[src/rtl/scan_sequencer.sv]
// rtl/scan_sequencer.sv - scan memory walker streaming range-filtered beams to the ray tracer
module scan_sequencer #(
    parameter int                  DATA_W         = 64,
    parameter int                  ADDR_W         = 13,
    parameter int                  BEAMS_PER_SCAN = 720,
    parameter int                  NUM_SCANS      = 10,
    parameter int                  MEM_LATENCY    = 1,
    parameter logic [DATA_W/2-1:0] MIN_RANGE      = '0,
    parameter logic [DATA_W/2-1:0] MAX_RANGE      = '1
) (
    input  logic                             clock,
    input  logic                             reset_n,
    input  logic                             start,
    input  logic                             loop_mode,
    output logic [ADDR_W-1:0]                mem_addr,
    input  logic [DATA_W-1:0]                mem_data,
    output logic [DATA_W/2-1:0]              pose_x,
    output logic [DATA_W/2-1:0]              pose_y,
    output logic                             pose_update,
    output logic                             beam_valid,
    input  logic                             beam_ready,
    output logic [DATA_W/2-1:0]              beam_magnitude,
    output logic [DATA_W/2-1:0]              beam_angle,
    output logic                             scan_done,
    output logic [$clog2(NUM_SCANS+1)-1:0]   scan_index,
    output logic [15:0]                      skipped_count,
    output logic                             busy,
    output logic                             all_done
);
    localparam int HALF_W = DATA_W / 2;
    localparam int SI_W   = $clog2(NUM_SCANS + 1);
    localparam int BI_W   = $clog2(BEAMS_PER_SCAN + 1);
    localparam int CNT_W  = $clog2(MEM_LATENCY + 1);
    localparam longint TOTAL_WORDS = longint'(NUM_SCANS) * longint'(BEAMS_PER_SCAN + 1);
    localparam logic [HALF_W-1:0] SPAN = MAX_RANGE - MIN_RANGE;

    if (TOTAL_WORDS > (64'd1 << ADDR_W)) begin : g_bad_addr_w
        $error("scan memory does not fit in ADDR_W");
    end
    if (MEM_LATENCY < 1 || MEM_LATENCY > 4) begin : g_bad_latency
        $error("MEM_LATENCY must be 1..4");
    end
    if (MIN_RANGE > MAX_RANGE) begin : g_bad_range
        $error("MIN_RANGE exceeds MAX_RANGE");
    end

    typedef enum logic [2:0] {
        IDLE      = 3'd0,
        POSE_WAIT = 3'd1,
        BEAM_WAIT = 3'd2,
        OFFER     = 3'd3,
        DONE      = 3'd4
    } state_t;

    state_t             state_q, state_d;
    logic [ADDR_W-1:0]  mem_addr_q, mem_addr_d;
    logic [CNT_W-1:0]   cnt_q, cnt_d;
    logic [BI_W-1:0]    beam_idx_q, beam_idx_d;
    logic [SI_W-1:0]    scan_index_q, scan_index_d;
    logic [15:0]        skipped_q, skipped_d;
    logic [HALF_W-1:0]  pose_x_q, pose_x_d, pose_y_q, pose_y_d;
    logic [HALF_W-1:0]  mag_q, mag_d, ang_q, ang_d;
    logic               valid_q, valid_d;
    logic               pose_update_q, pose_update_d;
    logic               scan_done_q, scan_done_d;
    logic               beam_end;
    logic               data_ready;
    logic               in_range;
    logic [HALF_W:0]    rel_mag;

    // Offsetting by MIN_RANGE turns the two-sided window into one unsigned compare.
    assign rel_mag    = {1'b0, mem_data[DATA_W-1:HALF_W]} - {1'b0, MIN_RANGE};
    assign in_range   = rel_mag <= {1'b0, SPAN};
    assign data_ready = cnt_q == CNT_W'(MEM_LATENCY);

    always_ff @(posedge clock or negedge reset_n) begin
        if (!reset_n) begin
            state_q       <= IDLE;
            mem_addr_q    <= '0;
            cnt_q         <= '0;
            beam_idx_q    <= '0;
            scan_index_q  <= '0;
            skipped_q     <= '0;
            pose_x_q      <= '0;
            pose_y_q      <= '0;
            mag_q         <= '0;
            ang_q         <= '0;
            valid_q       <= 1'b0;
            pose_update_q <= 1'b0;
            scan_done_q   <= 1'b0;
        end else begin
            state_q       <= state_d;
            mem_addr_q    <= mem_addr_d;
            cnt_q         <= cnt_d;
            beam_idx_q    <= beam_idx_d;
            scan_index_q  <= scan_index_d;
            skipped_q     <= skipped_d;
            pose_x_q      <= pose_x_d;
            pose_y_q      <= pose_y_d;
            mag_q         <= mag_d;
            ang_q         <= ang_d;
            valid_q       <= valid_d;
            pose_update_q <= pose_update_d;
            scan_done_q   <= scan_done_d;
        end
    end

    always_comb begin
        state_d       = state_q;
        mem_addr_d    = mem_addr_q;
        cnt_d         = cnt_q;
        beam_idx_d    = beam_idx_q;
        scan_index_d  = scan_index_q;
        skipped_d     = skipped_q;
        pose_x_d      = pose_x_q;
        pose_y_d      = pose_y_q;
        mag_d         = mag_q;
        ang_d         = ang_q;
        valid_d       = valid_q;
        pose_update_d = 1'b0;
        scan_done_d   = 1'b0;
        beam_end      = 1'b0;

        case (state_q)
            IDLE, DONE: begin
                if (start) begin
                    mem_addr_d   = '0;
                    scan_index_d = '0;
                    skipped_d    = '0;
                    beam_idx_d   = '0;
                    cnt_d        = '0;
                    state_d      = POSE_WAIT;
                end
            end
            POSE_WAIT: begin
                if (data_ready) begin
                    pose_x_d      = mem_data[DATA_W-1:HALF_W];
                    pose_y_d      = mem_data[HALF_W-1:0];
                    pose_update_d = 1'b1;
                    mem_addr_d    = mem_addr_q + 1'b1;
                    beam_idx_d    = '0;
                    cnt_d         = '0;
                    state_d       = BEAM_WAIT;
                end else begin
                    cnt_d = cnt_q + 1'b1;
                end
            end
            BEAM_WAIT: begin
                if (data_ready) begin
                    cnt_d = '0;
                    if (in_range) begin
                        mag_d   = mem_data[DATA_W-1:HALF_W];
                        ang_d   = mem_data[HALF_W-1:0];
                        valid_d = 1'b1;
                        state_d = OFFER;
                    end else begin
                        if (skipped_q != 16'hFFFF) begin
                            skipped_d = skipped_q + 16'd1;
                        end
                        beam_end = 1'b1;
                    end
                end else begin
                    cnt_d = cnt_q + 1'b1;
                end
            end
            OFFER: begin
                if (beam_ready) begin
                    valid_d  = 1'b0;
                    beam_end = 1'b1;
                end
            end
            default: state_d = IDLE;
        endcase

        // Shared by accepted and filtered beams so record bookkeeping stays identical.
        if (beam_end) begin
            if (beam_idx_q != BI_W'(BEAMS_PER_SCAN - 1)) begin
                beam_idx_d = beam_idx_q + 1'b1;
                mem_addr_d = mem_addr_q + 1'b1;
                state_d    = BEAM_WAIT;
            end else begin
                scan_done_d = 1'b1;
                beam_idx_d  = '0;
                if (scan_index_q != SI_W'(NUM_SCANS - 1)) begin
                    scan_index_d = scan_index_q + 1'b1;
                    mem_addr_d   = mem_addr_q + 1'b1;
                    state_d      = POSE_WAIT;
                end else if (loop_mode) begin
                    scan_index_d = '0;
                    mem_addr_d   = '0;
                    state_d      = POSE_WAIT;
                end else begin
                    state_d = DONE;
                end
            end
        end
    end

    assign mem_addr       = mem_addr_q;
    assign pose_x         = pose_x_q;
    assign pose_y         = pose_y_q;
    assign pose_update    = pose_update_q;
    assign beam_valid     = valid_q;
    assign beam_magnitude = mag_q;
    assign beam_angle     = ang_q;
    assign scan_done      = scan_done_q;
    assign scan_index     = scan_index_q;
    assign skipped_count  = skipped_q;
    assign busy           = (state_q != IDLE) && (state_q != DONE);
    assign all_done       = state_q == DONE;

endmodule

[config.mk]
export PLATFORM = sky130hd
export DESIGN_NAME = scan_sequencer
export DESIGN_NICKNAME = d
export VERILOG_FILES = /design/src/rtl/scan_sequencer.sv
export SDC_FILE = /design/constraint.sdc
export NUM_CORES = 1
export LEC_CHECK = 0
export BUFFER_PORTS_ARGS = -buffer_cell sky130_fd_sc_hd__clkbuf_2
export CAP_MARGIN = 20
export CELL_PAD_IN_SITES_DETAIL_PLACEMENT = 0
export CELL_PAD_IN_SITES_GLOBAL_PLACEMENT = 1
export CORE_ASPECT_RATIO = 2
export CORE_MARGIN = 2
export CORE_UTILIZATION = 30
export DETAILED_ROUTE_END_ITERATION = 12
export MAX_ROUTING_LAYER = met4
export PLACE_DENSITY = 0.66
export SYNTH_ARGS = -nofsm -noshare
export SYNTH_HDL_FRONTEND = slang
export SYNTH_SLANG_ARGS = --single-unit
[constraint.sdc]
create_clock -name clock -period 2.7 [get_ports clock]
set_input_delay 0 -clock clock [delete_from_list [all_inputs] [get_ports clock]]
set_output_delay 0 -clock clock [all_outputs]
set_load 0.01 [all_outputs]
==> summary.md, run 1 <==
| Metric | Value |
|---|---|
| Initial Util | 30.46% |
| CP cell instances | or4b_4 -> or4b_1 -> a21o_1 -> a21boi_0 -> mux2i_1 |
| FF-to-FF path depth | 5 |
| Post-DRT Antenna Nets | 0 |
| Height of the die | 220.7 um |
| Post-synth EDFFs | 0 |
| Clock transition at path regs | 60 ps |
| Critical path required time | 3060 ps |
| Final hold vios | 0 |
| First-pass GRT wire length | 29.58 mm |
| Buf/Inv on CP | 0 |
| Sink Count | 178 |
| HP Start | loop_mode |
| Reg-to-Reg Start | beam_idx_q[5] |
| FILL cells | 2245 |
| Yosys cell types | 44 |
| H-tree depth | 4 |
| Internal Power | 7168 uW |
| Worst-case clock skew | 9.034 ps |
| Nets | 890 |
| Relative slew slack | 51.64% |
| Hold buffer count at cts | 67 |
| Clk Tree Root Cell | clkbuf_16 |
| Arr. time, crit path | 2690 ps |
| Postcts setup bufs | 0 |
| Pins Over Slew Limit | 0 |
| Clk buf depth | 2 |
| Final setup violation count | 0 |
| Power share of the clock group | 22.5% |
| Initial antenna violation count | 0 |
| GRT overflow | 0 |
| Crit-path slowest cell | or4b_4 |
| Area Growth Syn to Fin | 39.66% |
| Mean Syn Cell Area | 13.81 sq um |
| Delay-heaviest family, CP | simple AND/OR/NAND/NOR gates |
| R2R setup slack | 370 ps |
| Hpwl dp | 14.15 mm |
| Final Cycle Share | 86.28% |
| Synthesized Nets | 583 |
| Critical path peak fanout | 13 |
| Yosys top cell area share | 63.22% |
| I/O Buffers | 234 |
| Worst slew pin tran | 725.4 ps |
| Dpl cells | 1014 |
| Largest net degree at the start of global routing | 72 |
| Total negative slack | 0 ps |
| Post-layout minimum cycle time | 2330 ps |
| Net Sw Frac | 34.53% |
| Unrepaired setup endpoints after global routing | no |
| Ys Warns | 0 |
| Num ports | 235 |
| Drt total wl | 19.42 mm |
| Wire per inst | 17.44 um |
| Post-synth top area cell | dfrtp_1 |
| Max IR drop VDD | 0.0006243 V |
| CTS Buf Count | 17 |
| Min-Delay Path Class | input pin to flip-flop |
| Clock Latency Late Sink | 450 ps |
| TritonCTS clock tree | yes |
| Startpoint types | flip-flop |
| Gate count of the mapped netlist | 510 |
| Die Span X | 112.4 um |
| Logic pwr share | 37.6% |
| Sequential Power Share | 39.9% |
| PD cells | 1113 mW/mm^2 |
| Max cap viols | 0 |
| Vias in the first global route | 5405 |
| Status | finished clean |
| # DRC | 0 |
| 1st-pass router iterations | 4 |
| Setup Crit Path Kind | flip-flop to flip-flop |
| Total Power | 10950 uW |
| # resized after CTS | 0 |
| Vias | 5225 |
| CP Capture Type | flip-flop |
| Cell Area, Synth | 0.007046 sq mm |
| DRT iter0 DRCs | 207 |
| Share of layout cells above drive strength 1 | 49.22% |
| Post-synth ARST share | 100.0% |
| Fmax achieved | 429.2 MHz |
| CORE AREA | 0.02313 sq mm |
| DR vias/cell | 4.695 |
| Top FF cell, synth | dfrtp_1 |
| Die area | 0.02480 sq mm |
| Hold path cells | 5 |
| Row cnt | 79 |
| Final core utilization | 42.54% |
| Gpl congestion | 0.7582 |
| Post-Layout Cell Count | 1113 |
| Largest stage delay, worst path | 590 ps |
| #FFs+latches synth | 178 |
| Register area share after synthesis | 63.22% |
| R2R Path End | mem_addr[9] |
| Total track usage | 16.25% |
| Leak | 0.004700 uW |
| P_sw | 3781 uW |
| Largest cells by area after synthesis | dfrtp_1 63%, mux2_2 20%, nor2b_1 1.7% |
| Hold EP | scan_index[0] |
## metal layers
metal	wire length (um)	global-route usage (%)	vias up
li1	-	-	2428
met1	6555	15.22	2601
met2	11490	30.64	157
met3	656	3.451	39
met4	717	8.496	0
met5	0	-	-
## logic make-up after synthesis
group	count (synthesis)	synth area share, %
mux	129	20.60
xor+xnor	2	0.2487
fa+ha+maj	4	0.7104
compound gates	63	5.523
flops	178	63.22
simple gates	103	7.743
buf+inv	31	1.953
## cells in the final DEF (no fill, tap or decap), types with 4 or more instances in the layout
master / synthesis / layout
clkbuf_2: 0 / 233
dfrtp_1: 178 / 178
mux2_2: 128 / 128
dlygate4sd3_1: 0 / 67
nand2_1: 25 / 25
nor2b_1: 19 / 19
clkbuf_16: 0 / 17
nand3_1: 15 / 15
o21ai_0: 15 / 15
nor2_1: 16 / 15
a21oi_1: 14 / 14
a31oi_1: 11 / 11
buf_4: 0 / 9
inv_1: 7 / 7
o31ai_1: 6 / 6
nor3_1: 4 / 4
and3_1: 4 / 4
nand2b_1: 4 / 4
ha_1: 4 / 4
clkbuf_8: 0 / 4
## worst max path at each step
stage / to / startpoint / depth (start not counted) / slack (ps)
6_report: mem_addr[9] / beam_idx_q[5] / 5 / 370
5_1_grt: mem_addr[9] / scan_index[1] / 7 / 230
4_1_cts: mem_addr[9] / beam_idx_q[5] / 5 / 350
3_5_place_dp: mem_addr[9] / beam_idx_q[5] / 5 / 360
3_3_place_gp: mem_addr[9] / beam_idx_q[5] / 5 / 390
2_1_floorplan: mem_addr[5] / beam_idx_q[5] / 5 / 660
## worst register-to-register path, stage by stage (launching register included)
cell and delay [ps]:
dfrtp_1 430, or4b_4 590, or4b_1 520, a21o_1 370, a21boi_0 200, mux2i_1 150
## cells in the mapped netlist (7+ instances only)
library cell,count
a21oi_1,14
a31oi_1,11
buf_2,11
clkbuf_1,11
dfrtp_1,178
inv_1,7
mux2_2,128
nand2_1,25
nand3_1,15
nor2_1,16
nor2b_1,19
o21ai_0,15
## metrics by stage
stage | hold WS [ps] | worst slack [ps] | instance area (sq um)
2_1_floorplan | -295.6 | 656.0 | 7046
3_3_place_gp | 56.38 | 391.0 | 8586
3_5_place_dp | 61.57 | 360.4 | 8586
4_1_cts | 27.40 | 347.5 | 9837
5_1_grt | 89.25 | 226.5 | 9837
6_report | 57.20 | 370.3 | 9839
## cell type report
type	count	area [sq um]	area share, %
clock inverters	10	100.1	1.017
clock buffers	21	480.5	4.883
repair buffers	312	1956	19.88
diodes	1	2.502	0.02543
multi-input cells	301	2466	25.06
well taps	283	354.1	3.599
flip-flops and latches	178	4454	45.27
inverters	7	26.28	0.2670
## sequential cells by signal, summed over array words and instances (netlist names)
signal	cells
beam_angle	32
scan_done	1
pose_update	1
skipped_count	16
beam_magnitude	32
beam_idx_q	10
pose_y	32
scan_index	4
mem_addr	13
cnt_q	1
pose_x	32
beam_valid	1
state_q	3
## power groups by stage
stage / clock network (uW) / logic [uW] / registers, uW
finish: 2460 / 4120 / 4370
global route: 2640 / 4450 / 4520
CTS: 2540 / 4220 / 4380
detailed placement: 0 / 4140 / 4420
global placement: 0 / 4080 / 4380
floorplan: 0 / 1900 / 4820
No activity file was read; power rests on OpenSTA's default activity.
==> run 2, diff against run 1 <==
--- a/config.mk
+++ b/config.mk
@@ -11,10 +11,10 @@
 export CELL_PAD_IN_SITES_GLOBAL_PLACEMENT = 1
 export CORE_ASPECT_RATIO = 2
 export CORE_MARGIN = 2
-export CORE_UTILIZATION = 30
+export CORE_UTILIZATION = 40
 export DETAILED_ROUTE_END_ITERATION = 12
 export MAX_ROUTING_LAYER = met4
-export PLACE_DENSITY = 0.66
+export PLACE_DENSITY = 0.83
 export SYNTH_ARGS = -nofsm -noshare
 export SYNTH_HDL_FRONTEND = slang
 export SYNTH_SLANG_ARGS = --single-unit
==> summary.md, run 2 (synthesis results as in run 1) <==
| Metric | Value |
|---|---|
| Status | finished clean |
| CP Capture Type | flip-flop |
| H-tree depth | 4 (unchanged) |
| Postcts setup bufs | 0 (unchanged) |
| Setup Crit Path Kind | flip-flop to flip-flop |
| Worst slew pin tran | 667.9 ps (-57.47 ps) |
| # resized after CTS | 0 (unchanged) |
| Clk buf depth | 2 (unchanged) |
| Num ports | 235 (unchanged) |
| Die Span X | 97.85 um (-13%) |
| TritonCTS clock tree | yes |
| Sink Count | 178 (unchanged) |
| Reg area | 0.004454 sq mm (unchanged) |
| Post-DRT Antenna Nets | 0 (unchanged) |
| Wire per inst | 17.49 um (+0.26%) |
| Total negative slack | 0 ps (unchanged) |
| Critical path required time | 3040 ps (-20 ps) |
| Crit-path slowest cell | or4b_4 |
| Final setup violation count | 0 (unchanged) |
| Clk Tree Root Cell | clkbuf_16 |
| Relative slew slack | 55.13% (+3.5 points) |
| DR vias/cell | 5.133 (+9.3%) |
| Buf/Inv on CP | 0 (unchanged) |
| Max cap viols | 0 (unchanged) |
| 1st-pass router iterations | 4 (unchanged) |
| Antenna Cells | 0 (-1) |
| Initial antenna violation count | 0 (unchanged) |
| DRT iter0 DRCs | 124 (-40%) |
| Crit. Startpoint | beam_idx_q[5] |
| Height of the die | 191.7 um (-13%) |
| Initial Util | 40.79% (+10 points) |
| Min-Delay Path Class | input pin to flip-flop |
| I/O Buffers | 234 (unchanged) |
| Reg-to-Reg Start | beam_idx_q[5] |
| Startpoint types | flip-flop |
| Total track usage | 19.90% (+3.7 points) |
| Share of layout cells above drive strength 1 | 48.85% (-0.36 points) |
| Critical path peak fanout | 13 (unchanged) |
| Pins Over Slew Limit | 0 (unchanged) |
| Largest net degree at the start of global routing | 92 (+28%) |
| FF-to-FF path depth | 5 (unchanged) |
| Max IR drop VDD | 0.0007846 V (+26%) |
| CTS Buf Count | 17 (unchanged) |
| Delay-heaviest family, CP | simple AND/OR/NAND/NOR gates |
| First-pass GRT wire length | 28.66 mm (-3.1%) |
| Post-layout minimum cycle time | 2330 ps (+0.09800 ps) |
| CP cell instances | or4b_4 -> or4b_1 -> a21o_1 -> a21boi_0 -> mux2i_1 |
| Gpl congestion | 0.7977 (+5.2%) |
| Final hold vios | 0 (unchanged) |
| Fmax achieved | 429.2 MHz (about the same) |
| Clock transition at path regs | 70 ps (about the same) |
| Vias | 5333 (+2.1%) |
| Setup WS post-layout | 370.2 ps (-0.09800 ps) |
| Arr. time, crit path | 2670 ps (-20 ps) |
| GRT overflow | 0 (unchanged) |
| Hold buffer count at cts | 68 (+1.5%) |
| R2R Path End | mem_addr[9] |
| Commonest non-fill, non-tap cell in the layout | clkbuf_2 |
| Most frequent cells in the layout | 233 x clkbuf_2, 178 x dfrtp_1, 128 x mux2_2 |
| Largest stage delay, worst path | 590 ps (about the same) |
| Drt total wl | 18.17 mm (-6.4%) |
| CORE AREA | 0.01727 sq mm (-25%) |
| Leak | 0.004668 uW (-0.69%) |
| Pre-CTS setup slack | 364.1 ps (+3.692 ps) |
| Critical Path Sink | mem_addr[9] |
| Area Growth Syn to Fin | 37.70% |
| Die area | 0.01876 sq mm (-24%) |
| Nets | 889 (-0.11%) |
| Worst-case clock skew | 9.018 ps (-0.01585 ps) |
| Unrepaired setup endpoints after global routing | no |
| R2R setup slack | 370 ps (about the same) |
| Multi-input gate area | 0.002466 sq mm (unchanged) |
| Final Cycle Share | 86.29% (about the same) |
| FILL cells | 1432 (-36%) |
| Row cnt | 68 (-14%) |
| Vias in the first global route | 5740 (+6.2%) |
| # DRC | 0 (unchanged) |
| Hpwl dp | 13.03 mm (-7.9%) |
| Clock Latency Late Sink | 420 ps (-30 ps) |
| PD cells | 1107 mW/mm^2 (-0.50%) |
| Crit path depth | 5 (unchanged) |
## run 2: cell type report
type | count | share of cell area (%)
Clock buffer | 21 | 4.746
Clock inverter | 11 | 0.8383
Inverter | 7 | 0.2708
Multi-Input combinational cell | 301 | 25.42
Sequential cell | 178 | 45.91
Tap cell | 210 | 2.708
Timing Repair Buffer | 311 | 20.11
## run 2: report_power, final
| part | internal, uW | leakage (uW) | switching (uW) |
|---|---|---|---|
| registers | 3750 | 0.00220 | 679 |
| clock network | 1230 | 0.000260 | 1040 |
| logic | 2050 | 0.00221 | 1990 |
## run 2: worst min-delay path by stage
stage	startpoint	slack, ps	depth (start not counted)	end
final	loop_mode	80	4	state_q[0]
after global routing	loop_mode	80	4	state_q[0]
after CTS	loop_mode	40	4	state_q[0]
after detailed placement	reset_n	-2	1	skipped_count[11]
after global placement	reset_n	-8	1	skipped_count[11]
after floorplan	reset_n	-300	0	beam_angle[0]
## run 2: worst reg2reg max path: stages, from the launching register on
cell and delay, ps:
dfrtp_1 440, or4b_4 590, or4b_1 520, a21o_1 350, a21boi_0 200, mux2i_1 160
## run 2: per-stage QoR
step | power (uW) | cell area [sq um] | hold WS [ps] | cells | util [%]
2_1_floorplan | 6718 | 7046 | -295.6 | 510 | -
3_3_place_gp | 8271 | 8479 | -7.750 | 939 | 49.09
3_5_place_dp | 8464 | 8479 | -1.867 | 939 | 49.09
4_1_cts | 10840 | 9702 | 44.51 | 1039 | 56.17
5_1_grt | 11350 | 9702 | 78.78 | 1039 | 56.17
6_report | 10740 | 9702 | 83.85 | 1039 | 56.17
## run 2: layer usage
layer  global-route usage, %  wire length (um)  part of all wire [%]
met1                   19.20              6245                    34
met2                   37.09             10540                    58
met3                   3.785               642                   3.5
met4                   10.26               743                   4.1
met5                       -                 0                     0
==> run 3, diff against run 2 <==
--- a/config.mk
+++ b/config.mk
@@ -15,6 +15,7 @@
 export DETAILED_ROUTE_END_ITERATION = 12
 export MAX_ROUTING_LAYER = met4
 export PLACE_DENSITY = 0.83
+export REMOVE_ABC_BUFFERS = 1
 export SYNTH_ARGS = -nofsm -noshare
 export SYNTH_HDL_FRONTEND = slang
 export SYNTH_SLANG_ARGS = --single-unit
==> summary.md, run 3 (synthesis results as in run 1) <==
| Metric | Value |
|---|---|
| Status | finished clean |
| Final hold vios | 0 (unchanged) |
| Crit-path slowest cell | or4b_1 |
| DRT iter0 DRCs | 99 (-20%) |
| Nets | 887 (-0.22%) |
| Gpl congestion | 0.8075 (+1.2%) |
| Pins Over Slew Limit | 0 (unchanged) |
| Arr. time, crit path | 2670 ps (about the same) |
| Net Sw Frac | 33.72% (-0.83 points) |
| CP cell instances | inv_1 -> ha_1 -> nor4bb_1 -> or4b_1 -> a21o_1 -> a21boi_0 -> mux2i_1 |
| Logic pwr share | 36.9% (-0.7 points) |
| Final setup violation count | 0 (unchanged) |
| CP Capture Type | flip-flop |
| Critical path peak fanout | 13 (unchanged) |
| Clock transition at path regs | 70 ps (about the same) |
| H-tree depth | 4 (unchanged) |
| I/O Buffers | 234 (unchanged) |
| Sink Count | 178 (unchanged) |
| Internal Power | 7342 uW (+4.4%) |
| Clock Latency Late Sink | 420 ps (about the same) |
| Hpwl dp | 12.96 mm (-0.53%) |
| Commonest non-fill, non-tap cell in the layout | clkbuf_2 |
| Postcts setup bufs | 0 (unchanged) |
| Unrepaired setup endpoints after global routing | no |
| Hold buffer count at cts | 67 (-1.5%) |
| Startpoint types | flip-flop |
| Setup Crit Path Kind | flip-flop to flip-flop |
| Worst-case clock skew | 7.988 ps (-1.030 ps) |
| Final Cycle Share | 86.26% (about the same) |
| CORE AREA | 0.01727 sq mm (unchanged) |
| Area Growth Syn to Fin | 38.79% |
| Vias | 5377 (+0.83%) |
| Largest stage delay, worst path | 470 ps (-120 ps) |
| Row cnt | 68 (unchanged) |
| Critical path required time | 3040 ps (about the same) |
| # resized after CTS | 0 (unchanged) |
| Die area | 0.01876 sq mm (unchanged) |
| TritonCTS clock tree | yes |
| Worst slew pin tran | 593.6 ps (-74.31 ps) |
| Min-Delay Path Class | input pin to flip-flop |
| Num ports | 235 (unchanged) |
| Total negative slack | 0 ps (unchanged) |
| # DRC | 0 (unchanged) |
| Share of layout cells above drive strength 1 | 48.85% (about the same) |
| Initial antenna violation count | 0 (unchanged) |
| Largest net degree at the start of global routing | 92 (unchanged) |
| Max IR drop VDD | 0.0004556 V (-42%) |
| PD cells | 1133 mW/mm^2 (+2.3%) |
| Most frequent cells in the layout | 233 x clkbuf_2, 178 x dfrtp_1, 128 x mux2_2 |
| Fmax achieved | 429.4 MHz (about the same) |
| Post-layout minimum cycle time | 2329 ps (-0.7350 ps) |
| Power share of the clock group | 23.2% (+2.1 points) |
| Vias in the first global route | 5802 (+1.1%) |
| 1st-pass router iterations | 5 (+1) |
| Die Span X | 97.85 um (unchanged) |
| Total track usage | 20.12% (+0.22 points) |
| Clk buf depth | 2 (unchanged) |
| Drt total wl | 18.34 mm (+0.94%) |
| P_sw | 3735 uW (+0.64%) |
| Height of the die | 191.7 um (unchanged) |
| Sequential Power Share | 39.9% (-1.3 points) |
| CTS Buf Count | 17 (unchanged) |
| Initial Util | 40.79% (unchanged) |
| Post-DRT Antenna Nets | 0 (unchanged) |
| Clk Tree Root Cell | clkbuf_16 |
| Relative slew slack | 60.28% (+5.2 points) |
| Antenna Cells | 0 (unchanged) |
| Max cap viols | 0 (unchanged) |
| Leak | 0.004704 uW (+0.78%) |
| First-pass GRT wire length | 29.16 mm (+1.7%) |
| Wire per inst | 17.69 um (+1.1%) |
| GRT overflow | 0 (unchanged) |
| Total Power | 11080 uW (+3.1%) |
| DR vias/cell | 5.185 (+1.0%) |
-- run 3: cell count changes in the layout (fill, tap and decap cells not counted) --
| cell | delta |
|---|---|
| bufinv_16 | +3 |
| buf_4 | -2 |
| clkinv_2 | -2 |
| clkinvlp_4 | -2 |
| buf_12 | +1 |
| clkbuf_8 | +1 |
| dlygate4sd3_1 | -1 |
| inv_6 | -1 |
| inv_8 | +1 |
-- run 3: final cells by class --
cell class / instances / area, sq um
fill: 1418 / 7493
sequential: 178 / 4454
multi-input combinational: 301 / 2466
timing repair buffer: 309 / 1946
clock buffer: 22 / 474.2
tap: 210 / 262.8
clock inverter: 10 / 148.9
inverter: 7 / 26.28
-- run 3: worst paths after layout --
kind                                     from                  to  slack [ps]  cells past startpoint
min in group asynchronous             reset_n   skipped_count[11]          80                      2
worst max-delay path            scan_index[1]         mem_addr[9]         370                      7
worst min-delay path                loop_mode          state_q[0]          30                      4
worst min register to register     beam_valid          beam_valid         480                      1
max in group asynchronous             reset_n  beam_magnitude[13]        1700                      3
worst max register to register  scan_index[1]         mem_addr[9]         370                      7
-- run 3: power groups by stage --
stage | Clock [uW] | Sequential, uW | Combinational (uW)
2_1_floorplan | 0 | 4840 | 1780
3_3_place_gp | 0 | 4370 | 3900
3_5_place_dp | 0 | 4450 | 4050
4_1_cts | 2630 | 4410 | 4140
5_1_grt | 2740 | 4560 | 4380
6_report | 2570 | 4420 | 4090
-- run 3: metrics by stage --
step	utilization, %	std cells	instance area [sq um]	hold WS [ps]	worst slack [ps]
after global placement	49.12	938	8484	-52.20	451.2
after global routing	56.61	1037	9778	46.91	208.0
final	56.61	1037	9778	26.52	370.9
after floorplan	-	486	6934	-295.6	-3421
after detailed placement	49.12	938	8484	-42.49	381.9
after CTS	56.61	1037	9778	5.525	367.5
-- run 3: metal layers --
metal | global-route usage (%) | vias to the layer above | wire length [um]
met2 | 37.36 | 185 | 10490
met3 | 3.712 | 57 | 669
met5 | - | - | 0
met1 | 19.24 | 2702 | 6303
li1 | - | 2433 | -
met4 | 11.22 | 0 | 881
-- run 3: worst max-delay path: cells and delay by family (launching register included) --
family,cells,cell delay [ps]
muxes,1,160
buffers and inverters,1,80
DFF,1,430
adders and majority gates,1,150
AOI/OAI and AO/OA,2,530
and+or+nand+nor,2,900
